[src/rtl/md_seq_if.sv]
// Bundle between the execute stage, the md_seq sequencer and the combinational muldiv unit.
// The master side is the pipeline and muldiv; the slave side is the sequencer.
interface md_seq_if #(
    parameter int DWIDTH = 32
);
    logic              Start;
    logic [2:0]        Func;
    logic [DWIDTH-1:0] RS1;
    logic [DWIDTH-1:0] RS2;
    logic              Flush;
    logic [DWIDTH-1:0] MdA;
    logic [DWIDTH-1:0] MdB;
    logic [2:0]        MdFunc;
    logic [DWIDTH-1:0] MdOut;
    logic [DWIDTH-1:0] Result;
    logic              ResultValid;
    logic              Busy;
    logic              Stall;

    modport master (
        output Start, Func, RS1, RS2, Flush, MdOut,
        input  MdA, MdB, MdFunc, Result, ResultValid, Busy, Stall
    );

    modport slave (
        input  Start, Func, RS1, RS2, Flush, MdOut,
        output MdA, MdB, MdFunc, Result, ResultValid, Busy, Stall
    );
endinterface

[src/rtl/md_seq.sv]
// Multi-cycle sequencer for the M-extension: holds operands on muldiv for LAT cycles,
// stalls the pipeline, resolves divide-by-zero / signed-overflow itself, strobes the result.
module md_seq #(
    parameter int DWIDTH = 32,
    parameter int LAT    = 3
) (
    input logic     Clock,
    input logic     nReset,
    md_seq_if.slave bus
);
    localparam int             CW       = $clog2(LAT + 1);
    localparam logic [CW-1:0]  CNT_LOAD = CW'(LAT - 1);
    localparam logic [DWIDTH-1:0] INT_MIN = {1'b1, {(DWIDTH-1){1'b0}}};

    typedef enum logic [1:0] {
        S_IDLE,
        S_WAIT,
        S_DONE
    } state_t;

    state_t            state, state_d;
    logic [CW-1:0]     cnt, cnt_d;
    logic              launch;
    logic              div_zero;
    logic              overflow;
    logic              load_special;
    logic              capture;
    logic [DWIDTH-1:0] special_res;

    // Corner cases are judged on the live operands, since they are latched on the same edge.
    always_comb begin
        div_zero = bus.Func[2] && (bus.RS2 == '0);
        overflow = ((bus.Func == 3'b100) || (bus.Func == 3'b110))
                   && (bus.RS1 == INT_MIN) && (&bus.RS2);
        if (div_zero)
            special_res = bus.Func[1] ? bus.RS1 : '1;
        else
            special_res = bus.Func[1] ? '0 : bus.RS1;
    end

    // NOTE: every output of this block gets a default first so no path infers a latch.
    always_comb begin
        state_d      = state;
        cnt_d        = cnt;
        load_special = 1'b0;
        capture      = 1'b0;
        launch       = (state == S_IDLE) && bus.Start && !bus.Flush;

        unique case (state)
            S_IDLE: begin
                if (launch) begin
                    if (div_zero || overflow) begin
                        load_special = 1'b1;
                        state_d      = S_DONE;
                    end else begin
                        cnt_d   = CNT_LOAD;
                        state_d = S_WAIT;
                    end
                end
            end
            S_WAIT: begin
                if (cnt != '0) begin
                    cnt_d = cnt - 1'b1;
                end else begin
                    capture = 1'b1;
                    state_d = S_DONE;
                end
            end
            S_DONE:  state_d = S_IDLE;
            default: state_d = S_IDLE;
        endcase

        // Flush wins over everything: abandon the operation and leave Result untouched.
        if (bus.Flush) begin
            state_d      = S_IDLE;
            load_special = 1'b0;
            capture      = 1'b0;
        end
    end

    // NOTE: sequential state uses non-blocking assignments so all flops update together.
    always_ff @(posedge Clock or negedge nReset) begin
        if (!nReset) begin
            state      <= S_IDLE;
            cnt        <= '0;
            bus.MdA    <= '0;
            bus.MdB    <= '0;
            bus.MdFunc <= 3'b000;
            bus.Result <= '0;
        end else begin
            state <= state_d;
            cnt   <= cnt_d;
            if (launch) begin
                bus.MdA    <= bus.RS1;
                bus.MdB    <= bus.RS2;
                bus.MdFunc <= bus.Func;
            end
            if (load_special)
                bus.Result <= special_res;
            else if (capture)
                bus.Result <= bus.MdOut;
        end
    end

    // Stall drops in DONE so the pipeline advances while the result is presented.
    always_comb begin
        bus.Busy        = (state != S_IDLE);
        bus.ResultValid = (state == S_DONE);
        bus.Stall       = launch || (state == S_WAIT);
    end
endmodule

[src/flat_wrapper.sv]
// flat-port wrapper written by rule: the top's interface ports become plain ports
module md_seq_flat 
#(
    parameter int DWIDTH = 32,
    parameter int LAT    = 3
)
  (Clock, nReset, bus_Start, bus_Func, bus_RS1, bus_RS2, bus_Flush, bus_MdOut, bus_MdA, bus_MdB, bus_MdFunc, bus_Result, bus_ResultValid, bus_Busy, bus_Stall);
  md_seq_if #(.DWIDTH(DWIDTH)) bus_i ();
  input logic Clock;
  input logic nReset;
  input wire logic [$bits(bus_i.Start)-1:0] bus_Start;
  input wire logic [$bits(bus_i.Func)-1:0] bus_Func;
  input wire logic [$bits(bus_i.RS1)-1:0] bus_RS1;
  input wire logic [$bits(bus_i.RS2)-1:0] bus_RS2;
  input wire logic [$bits(bus_i.Flush)-1:0] bus_Flush;
  input wire logic [$bits(bus_i.MdOut)-1:0] bus_MdOut;
  output wire logic [$bits(bus_i.MdA)-1:0] bus_MdA;
  output wire logic [$bits(bus_i.MdB)-1:0] bus_MdB;
  output wire logic [$bits(bus_i.MdFunc)-1:0] bus_MdFunc;
  output wire logic [$bits(bus_i.Result)-1:0] bus_Result;
  output wire logic [$bits(bus_i.ResultValid)-1:0] bus_ResultValid;
  output wire logic [$bits(bus_i.Busy)-1:0] bus_Busy;
  output wire logic [$bits(bus_i.Stall)-1:0] bus_Stall;
  assign bus_i.Start = bus_Start;
  assign bus_i.Func = bus_Func;
  assign bus_i.RS1 = bus_RS1;
  assign bus_i.RS2 = bus_RS2;
  assign bus_i.Flush = bus_Flush;
  assign bus_i.MdOut = bus_MdOut;
  assign bus_MdA = bus_i.MdA;
  assign bus_MdB = bus_i.MdB;
  assign bus_MdFunc = bus_i.MdFunc;
  assign bus_Result = bus_i.Result;
  assign bus_ResultValid = bus_i.ResultValid;
  assign bus_Busy = bus_i.Busy;
  assign bus_Stall = bus_i.Stall;
  md_seq #(.DWIDTH(DWIDTH), .LAT(LAT)) u_core (.Clock(Clock), .nReset(nReset), .bus(bus_i));
endmodule
[config.mk]
export PLATFORM = sky130hd
export DESIGN_NAME = md_seq_flat
export DESIGN_NICKNAME = d
export VERILOG_FILES = /design/src/rtl/md_seq_if.sv /design/src/rtl/md_seq.sv /design/src/flat_wrapper.sv
export SDC_FILE = /design/constraint.sdc
export NUM_CORES = 1
export LEC_CHECK = 0
export ABC_AREA = 1
export CAP_MARGIN = 20
export CORE_MARGIN = 2
export CORE_UTILIZATION = 40
export CTS_CLUSTER_DIAMETER = 100
export DETAILED_ROUTE_END_ITERATION = 8
export PLACE_DENSITY = 0.85
export SYNTH_ARGS = -nofsm -noshare
export SYNTH_HDL_FRONTEND = slang
export SYNTH_SLANG_ARGS = --single-unit
[constraint.sdc]
create_clock -name Clock -period 1.55 [get_ports Clock]
set_input_delay 0.31 -clock Clock [delete_from_list [all_inputs] [get_ports Clock]]
set_output_delay 0.31 -clock Clock [all_outputs]
set_load 0.02 [all_outputs]
Word level (Yosys, flattened, before mapping)

Index checks and enable logic that the tools add are counted.

Bits in registers: 103
Input bits: 103

Add/subtract/negate cells: 1
Reduce and logical (&&, ||, !) cells: 18
Multiplexer cells: 21
Eq/ne operators: 10

Operator list:

| operator                                            | count |
|---|---|
| two-way mux 32 bit                                  | 5 |
| equality test 32 bit, second input constant         | 1 |
| logical NOT 32 bit                                  | 1 |
| AND reduction 32 bit                                | 1 |
| two-way mux 2 bit                                   | 7 |
| case mux 2 bit (2 select lines)                     | 2 |
| nonzero test 2 bit                                  | 4 |
| two-way mux 1 bit                                   | 7 |
| equality test 3 bit, second input constant          | 2 |
| logical AND 1 bit                                   | 5 |
| != test 2 x 1 -> 1 bit, second input constant       | 2 |
| AND reduction 4 bit                                 | 1 |
| logical OR 1 bit                                    | 3 |
| != test 3 x 2 -> 1 bit, second input constant       | 1 |
| != test 3 bit, second input constant                | 1 |
| equality test 2 x 1 -> 1 bit, second input constant | 1 |
| equality test 2 bit, second input constant          | 1 |
| logical NOT 2 bit                                   | 1 |
| != test 2 bit, second input constant                | 1 |
| AND reduction 2 bit                                 | 1 |
| subtractor 2 x 1 -> 2 bit, second input constant    | 1 |
| logical NOT 1 bit                                   | 1 |

Logic depth before layout (Yosys ltp)

Word-level depth: 10
Mapped depth: 14
Gate-level depth less buffers: 13

Least setup slack after synthesis

OpenSTA, ideal clock, no wires.

Path type: reg-to-reg
From: register u_core.cnt[0]
To: register u_core.bus.Result[8]
Data arrival time: 1.474 ns
Slack: -0.041 ns
Path buffers: 2
Setup time: 0.117 ns
Cell stages (with the launch flop): 9
Data required time: 1.433 ns
Path through: dfrtp_1 -> inv_1 -> ha_1 -> nand3_1 -> clkbuf_1 -> buf_1 -> o21ai_0 -> nand2_1 -> nand2_1

Cells in the longest elaborated chain, start to end: 5

Ends and longest elaborated chain:

| element                      | RTL line        | RTL |
|---|---|---|
| from (decl)                  | md_seq.sv:22    | `logic [CW-1:0] cnt, cnt_d;` |
| from (signal assigned)       | md_seq.sv:92    | `cnt <= cnt_d;` |
| nonzero test 2 bit           | md_seq.sv:62    | `if (cnt != '0) begin` |
| two-way mux 1 bit            | md_seq.sv:62    |  |
| two-way mux 1 bit            | md_seq.sv:49    | `unique case (state)` |
| two-way mux 1 bit            | md_seq.sv:74    | `if (bus.Flush) begin` |
| nonzero test 2 bit (no line) | -               |  |
| to (signal assigned)         | md_seq.sv:99    | `bus.Result <= special_res;` |
| to (signal assigned)         | md_seq.sv:101   | `bus.Result <= bus.MdOut;` |
| to (decl)                    | md_seq_if.sv:27 | `output MdA, MdB, MdFunc, Result, ResultValid, Busy, Stall` |

Every way passes these cells.
A chain may end at the register's enable or synchronous reset.

Worst setup path after layout

From: input port bus_RS1[16]
To: register u_core.bus.Result[8]

Cells in the longest elaborated chain, start to end: 9
Elaborated cells between the ends (all ways): 10

Ends and longest elaborated chain:

| element                                                  | RTL line           | RTL |
|---|---|---|
| from (decl)                                              | flat_wrapper.sv:13 | `input wire logic [$bits(bus_i.RS1)-1:0] bus_RS1;` |
| equality test 32 bit (*)                                 | md_seq.sv:34       | `&& (bus.RS1 == INT_MIN) && (&bus.RS2);` |
| logical AND 1 bit (*) (2 in series)                      | md_seq.sv:34       |  |
| logical OR 1 bit (*)                                     | md_seq.sv:52       | `if (div_zero \|\| overflow) begin` |
| two-way mux 1 bit (*)                                    | md_seq.sv:52       |  |
| two-way mux 1 bit (*)                                    | md_seq.sv:51       | `if (launch) begin` |
| two-way mux 1 bit (*)                                    | md_seq.sv:49       |  |
| two-way mux 1 bit (*)                                    | md_seq.sv:74       |  |
| two-way mux 32 bit or nonzero test 2 bit (tied branches) | -                  |  |

Every way passes the cells marked *; elsewhere a longest branch is shown, timed or not.

==> results.py <==
metrics = {
    "outcome": {
        "status": "finished, violations left",
        "violations": "negative setup slack",
    },
    "synth": {
        "synthSimpleGateAreaFrac": 0.394,
        "synthTopCellsByArea": "dfrtp_1, nand2_1, nor2_1",
        "ys_async_sr_fraction": 1.00,
        "ys.warnings.count": 0,
        "synth.top_cell.area_share": 0.476,
        "seq_area_frac_synth": 0.476,
        "synth_top_cell_by_area": "dfrtp_1",
        "synth_area_sq_um": 5420,
        "avgSynthCellArea_sq_um": 6.98,
        "synth_edf_count": 0,
        "synth_xor_area_frac": 0,
        "yosysMostFrequentCell": "nand2_1",
        "synthAdderAreaFrac": 0.00231,
        "syn_nets": 880,
        "ys_top_cells_by_count": "nand2_1, dfrtp_1, nor2_1",
        "syn_inst": 776,
        "ys_ff_latch": 103,
        "synth_flop_cell": "dfrtp_1",
        "synth_compound_area_frac": 0.0536,
        "synth_mux_area_frac": 0,
        "ys_types": 27,
        "synth_top_family_by_area": "simple AND/OR/NAND/NOR gates",
    },
    "final_layout": {
        "fin_cells": 1296,
        "final_nets": 1219,
        "multi_input_area_sq_um": 2970,
        "area_growth_pct": 79.2,
        "nFillCells": 989,
        "ff_latch_area_sq_um": 2580,
        "drive_above_1_share": 0.332,
    },
    "sta": {
        "maxSlewViolCount": 0,
        "postLayoutSetupSlackWorst_ps": -78.6,
        "holdWs_ps": 159,
        "slew_headroom": 0.702,
        "tightest_slew_ps": 447,
        "hold_viol": 0,
        "min_period_over_period": 1.05,
        "max_freq_mhz": 614,
        "setup_violations": 26,
        "setup-tns-final_ps": -1030,
        "fin_skew_ps": 9.92,
        "rsz0062_at_grt": "true",
        "fin_crit_ps": 1630,
    },
    "grt": {
        "grt_pass1_vias": 6398,
        "grt_start_max_net_pins": 50,
        "overflow": 0,
        "track_usage": 0.296,
        "grt_antenna_before_repair": 1,
        "grt_pass1_wl_microns": 33100,
    },
    "detailed_routing": {
        "vias_per_cell": 5.08,
        "drt_pass1_iterations": 6,
        "wl_per_cell_microns": 17.1,
        "routed_wl_microns": 22200,
        "drc": 0,
        "vias": 6588,
        "ant_nets": 0,
        "drt_iter0_markers": 657,
    },
    "floorplan": {
        "die-area_sq_um": 14500,
        "ios": 205,
        "die-width_microns": 120,
        "die-height_microns": 120,
        "initial_utilization": 0.409,
        "num_rows": 42,
        "coreArea_sq_um": 13200,
    },
    "pwr": {
        "power.leakage_uw": 0.00515,
        "power.density_nw_per_um2": 1210,
        "ir_worst_vdd_uv": 761,
    },
    "hold_path": {
        "min_path_type": "in2reg",
        "whs_path_depth": 3,
        "holdCritStartpoint": "bus_RS2[19]",
    },
    "critical_path": {
        "cp.required_ps": 1800,
        "crit_type": "in2reg",
        "crit_start": "bus_RS1[16]",
        "cp-start-kind": "primary input",
        "arrival_ps": 1880,
        "r2r-start": "u_core.state[1]",
        "rr_worst_depth": 9,
        "critical_path.endpoint_type": "flop",
        "crit_fanout": 5,
    },
    "cts": {
        "clkSinkCount": 103,
        "cts-buffers-inserted": 9,
        "clk_pin_slew_ps": 70,
        "clockBufferDepth": 2,
        "h-tree-depth": 3,
        "worstSkewPairLatency_ps": 360,
        "cts_tree": "yes",
        "cts_root_buf": "clkbuf_16",
    },
    "placement": {
        "portBuffers": 204,
        "hpwl_microns": 13900,
        "dp_cells": 1213,
        "gp_congestion": 0.887,
    },
    "job": {
        "max_cap_viol_count": 0,
    },
}
## logic make-up (layout without fill, tap and decap cells)
logic type	Yosys count	in the layout
adder cells (fa/ha/maj)	1	1
AO/OA/AOI/OAI	55	55
AND/OR/NAND/NOR	522	524
buffers and inverters	95	436
other	0	1
flip-flops	103	103
## layout make-up
| cell class | count | area share |
|---|---|---|
| inverter | 62 | 0.0262 |
| tap | 176 | 0.0227 |
| multi-input combinational | 580 | 0.306 |
| sequential | 103 | 0.266 |
| timing repair buffer | 359 | 0.347 |
| antenna | 1 | 0.000258 |
| clock buffer | 11 | 0.0261 |
| clock inverter | 4 | 0.00567 |
## placed cells by master (no fill, tap or decap), drive strengths merged, types with 12 or more instances in the layout
cell	n
a21oi	12
buf	209
clkbuf	18
clkdlybuf4s50	34
dfrtp	103
dlygate4sd2	101
inv	59
nand2	368
nand3	54
nor2	81
o21ai	42
## state kept, by name (all words and copies together) (netlist names)
name / flops
u_core.bus.MdA: 32
u_core.bus.MdB: 32
u_core.bus.Result: 32
u_core.bus.MdFunc: 3
u_core.cnt: 2
u_core.state: 2
## worst paths after layout
check	endpoint	slack [ps]
min in group asynchronous	u_core.bus.MdB[4]	430
hold / removal	u_core.bus.MdB[19]	160
setup / recovery	u_core.bus.Result[8]	-80
hold reg to reg	u_core.bus.MdA[2]	470
max in group asynchronous	u_core.bus.MdA[6]	560
setup reg to reg	u_core.bus.Result[8]	-40
## critical path, cell delays in order
cell	delay, ps
buf_2	120
nor2_2	120
nand2_2	90
nor2_4	130
nand2_2	90
nor2_2	130
nand2_2	80
buf_6	120
a21oi_4	200
buf_12	160
buf_12	120
nand2_1	70
nand2_1	80
nand2_1	50
## where the power goes
part           internal, uW  switching (uW)  total [uW]
Clock                  1340            1080        2410
Sequential             3670             567        4230
Combinational          2070            3050        5120
## timing repair
action / in CTS / in global routing
hold buffers: 1 / 0
pin swaps: 71 / 78
endpoints found under the hold margin: 24 / 0
gates resized for setup: 438 / 145
setup buffers: 46 / 9
gates cloned: 12 / 3
setup endpoints to repair: 176 / 38
## stage by stage
stage,util,worst slack (ps),area [sq um],power [uW]
finish,0.733,-78.6,9700,11800
global route,0.733,-150,9700,12400
CTS,0.697,-34.5,9240,11600
detailed placement,0.627,-729,8310,9760
global placement,0.627,-662,8310,9630
floorplan,-,14.3,5420,6730
## routing by layer
layer | up-vias | wire length (microns) | share of wire | global-route usage
met1 | 3103 | 8420 | 0.38 | 0.356
met3 | 59 | 1950 | 0.088 | 0.0637
met2 | 343 | 11200 | 0.50 | 0.521
li1 | 3083 | - | - | -
met5 | - | 0 | 0 | 0
met4 | 0 | 677 | 0.030 | 0.105
Power figures use the tool's default switching activity.
